<file path="src/rtl/piso_flex.sv">
// piso_flex -- parallel-in / serial-out width converter with valid/ready on
// both sides and per-word slice count.
//
// Ports:
//   CLK       clock, all state on rising edge
//   RST       synchronous active-high reset
//   IN_VLD    input word valid
//   IN_LAST   input word ends its packet
//   IN_DAT    parallel word [DATA_IN_WIDTH]
//   IN_NUM    valid slices in IN_DAT from the first-emitted end (0 = all)
//   IN_RDY    word accepted when IN_VLD && IN_RDY
//   OUT_DAT   serial slice [DATA_OUT_WIDTH]
//   OUT_VLD   slice valid
//   OUT_LAST  final slice of a packet
//   OUT_RDY   slice consumed when OUT_VLD && OUT_RDY
module piso_flex #(
  parameter  int DATA_IN_WIDTH  = 64,
  parameter  int DATA_OUT_WIDTH = 16,
  parameter  bit MSB_FIRST      = 0,
  localparam int NUM_SHIFTS     = DATA_IN_WIDTH / DATA_OUT_WIDTH,
  localparam int CNT_WIDTH      = $clog2(NUM_SHIFTS + 1)
) (
  input  logic                      CLK,
  input  logic                      RST,
  input  logic                      IN_VLD,
  input  logic                      IN_LAST,
  input  logic [DATA_IN_WIDTH-1:0]  IN_DAT,
  input  logic [CNT_WIDTH-1:0]      IN_NUM,
  output logic                      IN_RDY,
  output logic [DATA_OUT_WIDTH-1:0] OUT_DAT,
  output logic                      OUT_VLD,
  output logic                      OUT_LAST,
  input  logic                      OUT_RDY
);

  localparam logic [CNT_WIDTH-1:0] NS  = CNT_WIDTH'(NUM_SHIFTS);
  localparam logic [CNT_WIDTH-1:0] ONE = CNT_WIDTH'(1);

  logic [DATA_IN_WIDTH-1:0] sr;
  logic [CNT_WIDTH-1:0]     rem;
  logic                     last_q;
  logic [CNT_WIDTH-1:0]     n_eff;
  logic                     acc, xfer;

  // IN_NUM of 0 or beyond the word size means "the whole word".
  always_comb begin
    n_eff = IN_NUM;
    if (IN_NUM == '0 || IN_NUM > NS) n_eff = NS;
  end

  // Ready while empty, or while the final slice leaves this cycle, so that
  // back-to-back words stream without a bubble.
  assign IN_RDY   = !RST && ((rem == '0) || (rem == ONE && OUT_RDY));
  assign OUT_VLD  = (rem != '0);
  assign OUT_LAST = last_q && (rem == ONE);
  assign acc      = IN_VLD && IN_RDY;
  assign xfer     = OUT_VLD && OUT_RDY;

  // Emit end is the low slice for LSB-first, high slice for MSB-first;
  // the register shifts toward that end with zero fill.
  generate
    if (MSB_FIRST) begin : g_msb
      assign OUT_DAT = sr[DATA_IN_WIDTH-1 -: DATA_OUT_WIDTH];
    end else begin : g_lsb
      assign OUT_DAT = sr[DATA_OUT_WIDTH-1:0];
    end
  endgenerate

  always_ff @(posedge CLK) begin
    if (RST) begin
      sr     <= '0;
      rem    <= '0;
      last_q <= 1'b0;
    end else if (acc) begin
      // Reload wins over the concurrent final-slice transfer.
      sr     <= IN_DAT;
      rem    <= n_eff;
      last_q <= IN_LAST;
    end else if (xfer) begin
      sr  <= MSB_FIRST ? (sr << DATA_OUT_WIDTH) : (sr >> DATA_OUT_WIDTH);
      rem <= rem - ONE;
    end
  end

endmodule

</file>
<file path="config.mk">
export PLATFORM = sky130hd
export DESIGN_NAME = piso_flex
export DESIGN_NICKNAME = d
export VERILOG_FILES = /design/src/rtl/piso_flex.sv
export SDC_FILE = /design/constraint.sdc
export NUM_CORES = 1
export LEC_CHECK = 0
export CAP_MARGIN = 20
export CORE_MARGIN = 5
export CORE_UTILIZATION = 40
export DETAILED_ROUTE_END_ITERATION = 16
export DONT_BUFFER_PORTS = 1
export SLEW_MARGIN = 10
export SYNTH_ARGS = -nofsm -noshare
export SYNTH_HDL_FRONTEND = slang
export SYNTH_SLANG_ARGS = --single-unit
</file>
<file path="constraint.sdc">
create_clock -name CLK -period 1.9 [get_ports CLK]
set_input_delay 0.38 -clock CLK [delete_from_list [all_inputs] [get_ports CLK]]
set_output_delay 0.38 -clock CLK [all_outputs]
set_load 0.02 [all_outputs]
</file>
; Yosys cells after proc, flatten, opt, wreduce, memory -nomap -nowiden
; Cells that the tools add are included.
; W data, S select, Z words.
[word_totals]
n_memories = 0
regBits = 68
output_inout_bits = 19
mem_bits_rw = 0
latchBits = 0
romBits = 0
input_bits = 72
elab_cells = 23
[op_classes]
muxes = 5
n_addsub = 1
n_lt_le_gt_ge = 1
n_eq_ne = 1
n_div = 0
shift = 0
multipliers = 0
reduce_logical = 12
bitwise_logic = 0
[ops]
columns = cell, n
row1 = $mux W64, 2
row2 = $mux W3, 3
row3 = $logic_not A3 Y1, 2
row4 = $logic_and A1 B1 Y1, 5
row5 = $eq A3 B1 Y1 const B, 1
row6 = $gt A3 B3 Y1 const B, 1
row7 = $reduce_bool A3 Y1, 1
row8 = $sub A3 B1 Y3 const B, 1
row9 = $logic_or A1 B1 Y1, 2
row10 = $reduce_bool A2 Y1, 1
row11 = $logic_not A1 Y1, 1

; Longest topological paths before layout
[logic_depth]
depth_word = 6
ltp_mapped = 7
depth_no_buf = 6

; Least setup slack after synthesis
; Ideal clock, no wire load.
[synth_timing]
kind = register to output
startpoint = register rem[0]
endpoint = output IN_RDY
path_buffers = 2
path_slack_ns = 0.070
t_required_ns = 1.520
arrival_time_ns = 1.450
stages_incl_launch_ff = 7
path_cell_list = dfxtp_1 > inv_1 > ha_1 > a21oi_4 > buf_4 > buf_2 > nor3_1
[synth_between]
elab_chain_cells = 4
word_cells_on_any_way = 5
classes_between = 1 x eq/ne / 4 x reduce/logical
[synth_rtl]
columns = item, line_no
row1 = from (decl), 40  ; logic [CNT_WIDTH-1:0] rem;
row2 = from (signal assigned), 77  ; rem <= n_eff;
row3 = from (signal assigned), 81  ; rem <= rem - ONE;
row4 = $eq A3 B1 Y1, 53  ; assign IN_RDY = !RST && ((rem == '0) || (rem == ONE && OUT_RDY));
row5 = $logic_and A1 B1 Y1, 53
row6 = $logic_or A1 B1 Y1 *, 53
row7 = $logic_and A1 B1 Y1 *, 53
row8 = to (decl), 29  ; output logic IN_RDY,
; Mark *: on every way between the ends. The rest lies on a longest branch, timed or not.

; Worst setup path after layout
[layout_timing]
startpoint = register rem[0]
endpoint = output OUT_VLD
[layout_between]
elab_chain_cells = 1
[layout_rtl]
columns = item, line_no
row1 = $reduce_bool A3 Y1, 54  ; assign OUT_VLD = (rem != '0);
row2 = to (decl), 31  ; output logic OUT_VLD,
; No other way between the ends.

==> results.toml <==
[sta]
rsz0062_at_grt = "yes"
slew_viol_final = 0
fmax_mhz = 547
max_slew_margin = 0.755
worst_clock_skew_ns = 0.00685
holdWs_ns = 0.124
finalHoldViolCount = 0
setup_violations = 0
worst_pin_slew_ns = 0.367
fin_crit_sh = 0.963
finalCriticalPeriod_ns = 1.83

[pwr]
total_power_w = 0.00521
p_leak_nw = 1.14
p_per_area_nw_per_um2 = 1340
irDropWorstVdd_mv = 0.542

[global_routing]
antenna_found_initial = 0
track_usage = 0.180
grt_pass1_wl_um = 16500
grt_pass1_vias = 3056
grt_overflow = 0
grt_max_degree = 73

[synthesis]
yosysUniqueCellTypes = 39
synth_largest_area_cell = "dfxtp_1"
synth.area.top_cells = "dfxtp_1, nand3_1, a311oi_2"
synth.avg_cell_area_um2 = 9.10
synth_top_area_frac = 0.361
ys_async_sr_fraction = 0
synth_ff_type = "dfxtp_1"
syn_area_um2 = 3780
synth_warnings = 0
syn_inst = 415
synth.yosys.seq_area_share = 0.361
syn_nets = 491
synth_edf_count = 0
synth_seq_cells = 68

[cts]
clk_latency_ns = 0.34
clock_path_buffers = 2
clkSlewWorstSetupHoldPaths_ns = 0.07
root_buffer = "clkbuf_8"
cts_tree = "built"
cts_max_level = 3
cts-buffers-inserted = 9
cts.sinks = 68

[die]
die_x_um = 107
die_h_um = 107
die-area_um2 = 11500
io_pins = 91
rows = 35
start_util = 0.409
core_um2 = 9240

[drt]
drt_iter0_markers = 217
drt-total-wl_um = 10300
ant_nets = 0
vias = 3104
drc = 0
firstDrtPassIters = 4
wl_per_cell_um = 20.4
routed_via_density = 6.13

[setup_path]
worstPathRequired_ns = 1.52
cp-end-kind = "output pin"
startpoint_type = "flop"
reg2reg_from = "rem[0]"
arrival_ns = 1.45
crit_fanout = 9
critPathKind = "flop to output pin"
critPathLaunch = "rem[0]"

[min_path]
min_path_type = "input port to flop"
min_from = "RST"

[run_status]
status = "finished, final reports clean"

[run]
maxCapViolations = 0

[cells_and_area]
area_delta_synth_final_pct = 3.11
drive_gt1_frac = 0.225
fill_cells = 935
num_antenna_cells = 0
final_nets = 448

[placement]
io_buffers = 0
dp_hpwl_um = 6820
gp_congestion = 0.776
## metrics by stage
step	setup slack, ns	TNS, ns	utilization	instance area [um^2]	std cells
final	0.0704	0	0.421	3890	506
after global routing	-0.0261	-0.0514	0.421	3890	506
after CTS	0.0497	0	0.421	3890	506
after detailed placement	0.158	0	0.402	3710	489
after global placement	0.238	0	0.402	3710	489
after floorplan	0.0697	0	-	3780	415
## sequential cells by signal, indices dropped and copies added, names as in the netlist
register  flops
sr           64
rem           3
last_q        1
## what timing repair did
item                       in CTS  in global routing
setup endpoints to repair       2                  2
cloned                          0                  0
resized for setup               2                  0
hold buffers                    0                  0
buffers inserted                1                  0
pin swaps                       0                  0
## where the power goes
| group | total, W | leakage (nW) | switching (W) | internal (W) |
|---|---|---|---|---|
| sequential | 0.00199 | 0.557 | 0.000279 | 0.00171 |
| clock | 0.00106 | 0.0824 | 0.000555 | 0.000506 |
| combinational | 0.00216 | 0.497 | 0.00142 | 0.000742 |
## routing by layer
metal  vias to the layer above  GRT usage  part of all wire
li1                       1497          -                 -
met1                      1499      0.243              0.46
met2                       101      0.261              0.44
met3                         7     0.0825             0.087
met4                         0     0.0411            0.0079
met5                         -          0                 0
## cells by family (layout without fill, tap and decap cells)
| family | after synthesis | count (layout) | synth area share |
|---|---|---|---|
| adders and majority gates | 4 | 4 | 0.0133 |
| muxes | 2 | 2 | 0.00563 |
| DFF | 68 | 68 | 0.361 |
| AOI/OAI and AO/OA | 136 | 136 | 0.293 |
| buffers and inverters | 76 | 38 | 0.121 |
| and+or+nand+nor | 129 | 129 | 0.206 |
## critical path, stage by stage, from the launching register on
cell and delay (ns):
dfxtp_1 0.33, inv_1 0.10, ha_2 0.24, nor2b_4 0.20, inv_4 0.08, buf_4 0.16
## cells in the final DEF, fill, tap and decap left out, types with 2 or more instances in the layout
cell,synthesis,routed
dfxtp_1,68,68
a311oi_2,19,19
clkbuf_1,21,2
buf_12,0,7
clkbuf_8,0,10
ha_1,4,3
o221ai_1,10,10
nor3_1,31,31
o21ai_1,2,2
nand3_1,66,66
a21oi_1,17,17
nor3_2,19,19
clkinv_2,0,2
clkinvlp_4,0,2
buf_4,21,10
nor2b_1,2,2
a311oi_1,30,30
o21ai_0,48,48
o221ai_2,6,6
inv_1,3,3
## path summary, 6_finish.rpt
check	slack (ns)	cells past startpoint	endpoint
setup / recovery	0.07	5	OUT_VLD
hold / removal	0.12	1	rem[2]
setup reg to reg	0.15	6	sr[21]
hold reg to reg	0.48	2	sr[49]
## layout make-up
class                   count  area, um^2  share of cell area
multi-input cells         271        1960               0.504
inverters                   5        21.3             0.00546
repair buffers             17         215              0.0553
flip-flops and latches     68        1360               0.350
clock buffers              12         145              0.0373
clock inverters             4        25.0             0.00643
well taps                 129         161              0.0415
## cell usage after synthesis, types with 2 or more instances
master and count:
a21oi_1 17, o221ai_1 10, nor2b_1 2, nor3_1 31, buf_2 17, nand3_1 66
inv_1 3, o221ai_2 6, a311oi_1 30, clkbuf_1 21, a311oi_2 19, dfxtp_1 68
nor3_2 19, buf_6 9, o21ai_0 48, buf_4 21, o21ai_1 2, ha_1 4
inv_2 2
Note: power is estimated with default switching activity, not from simulation.
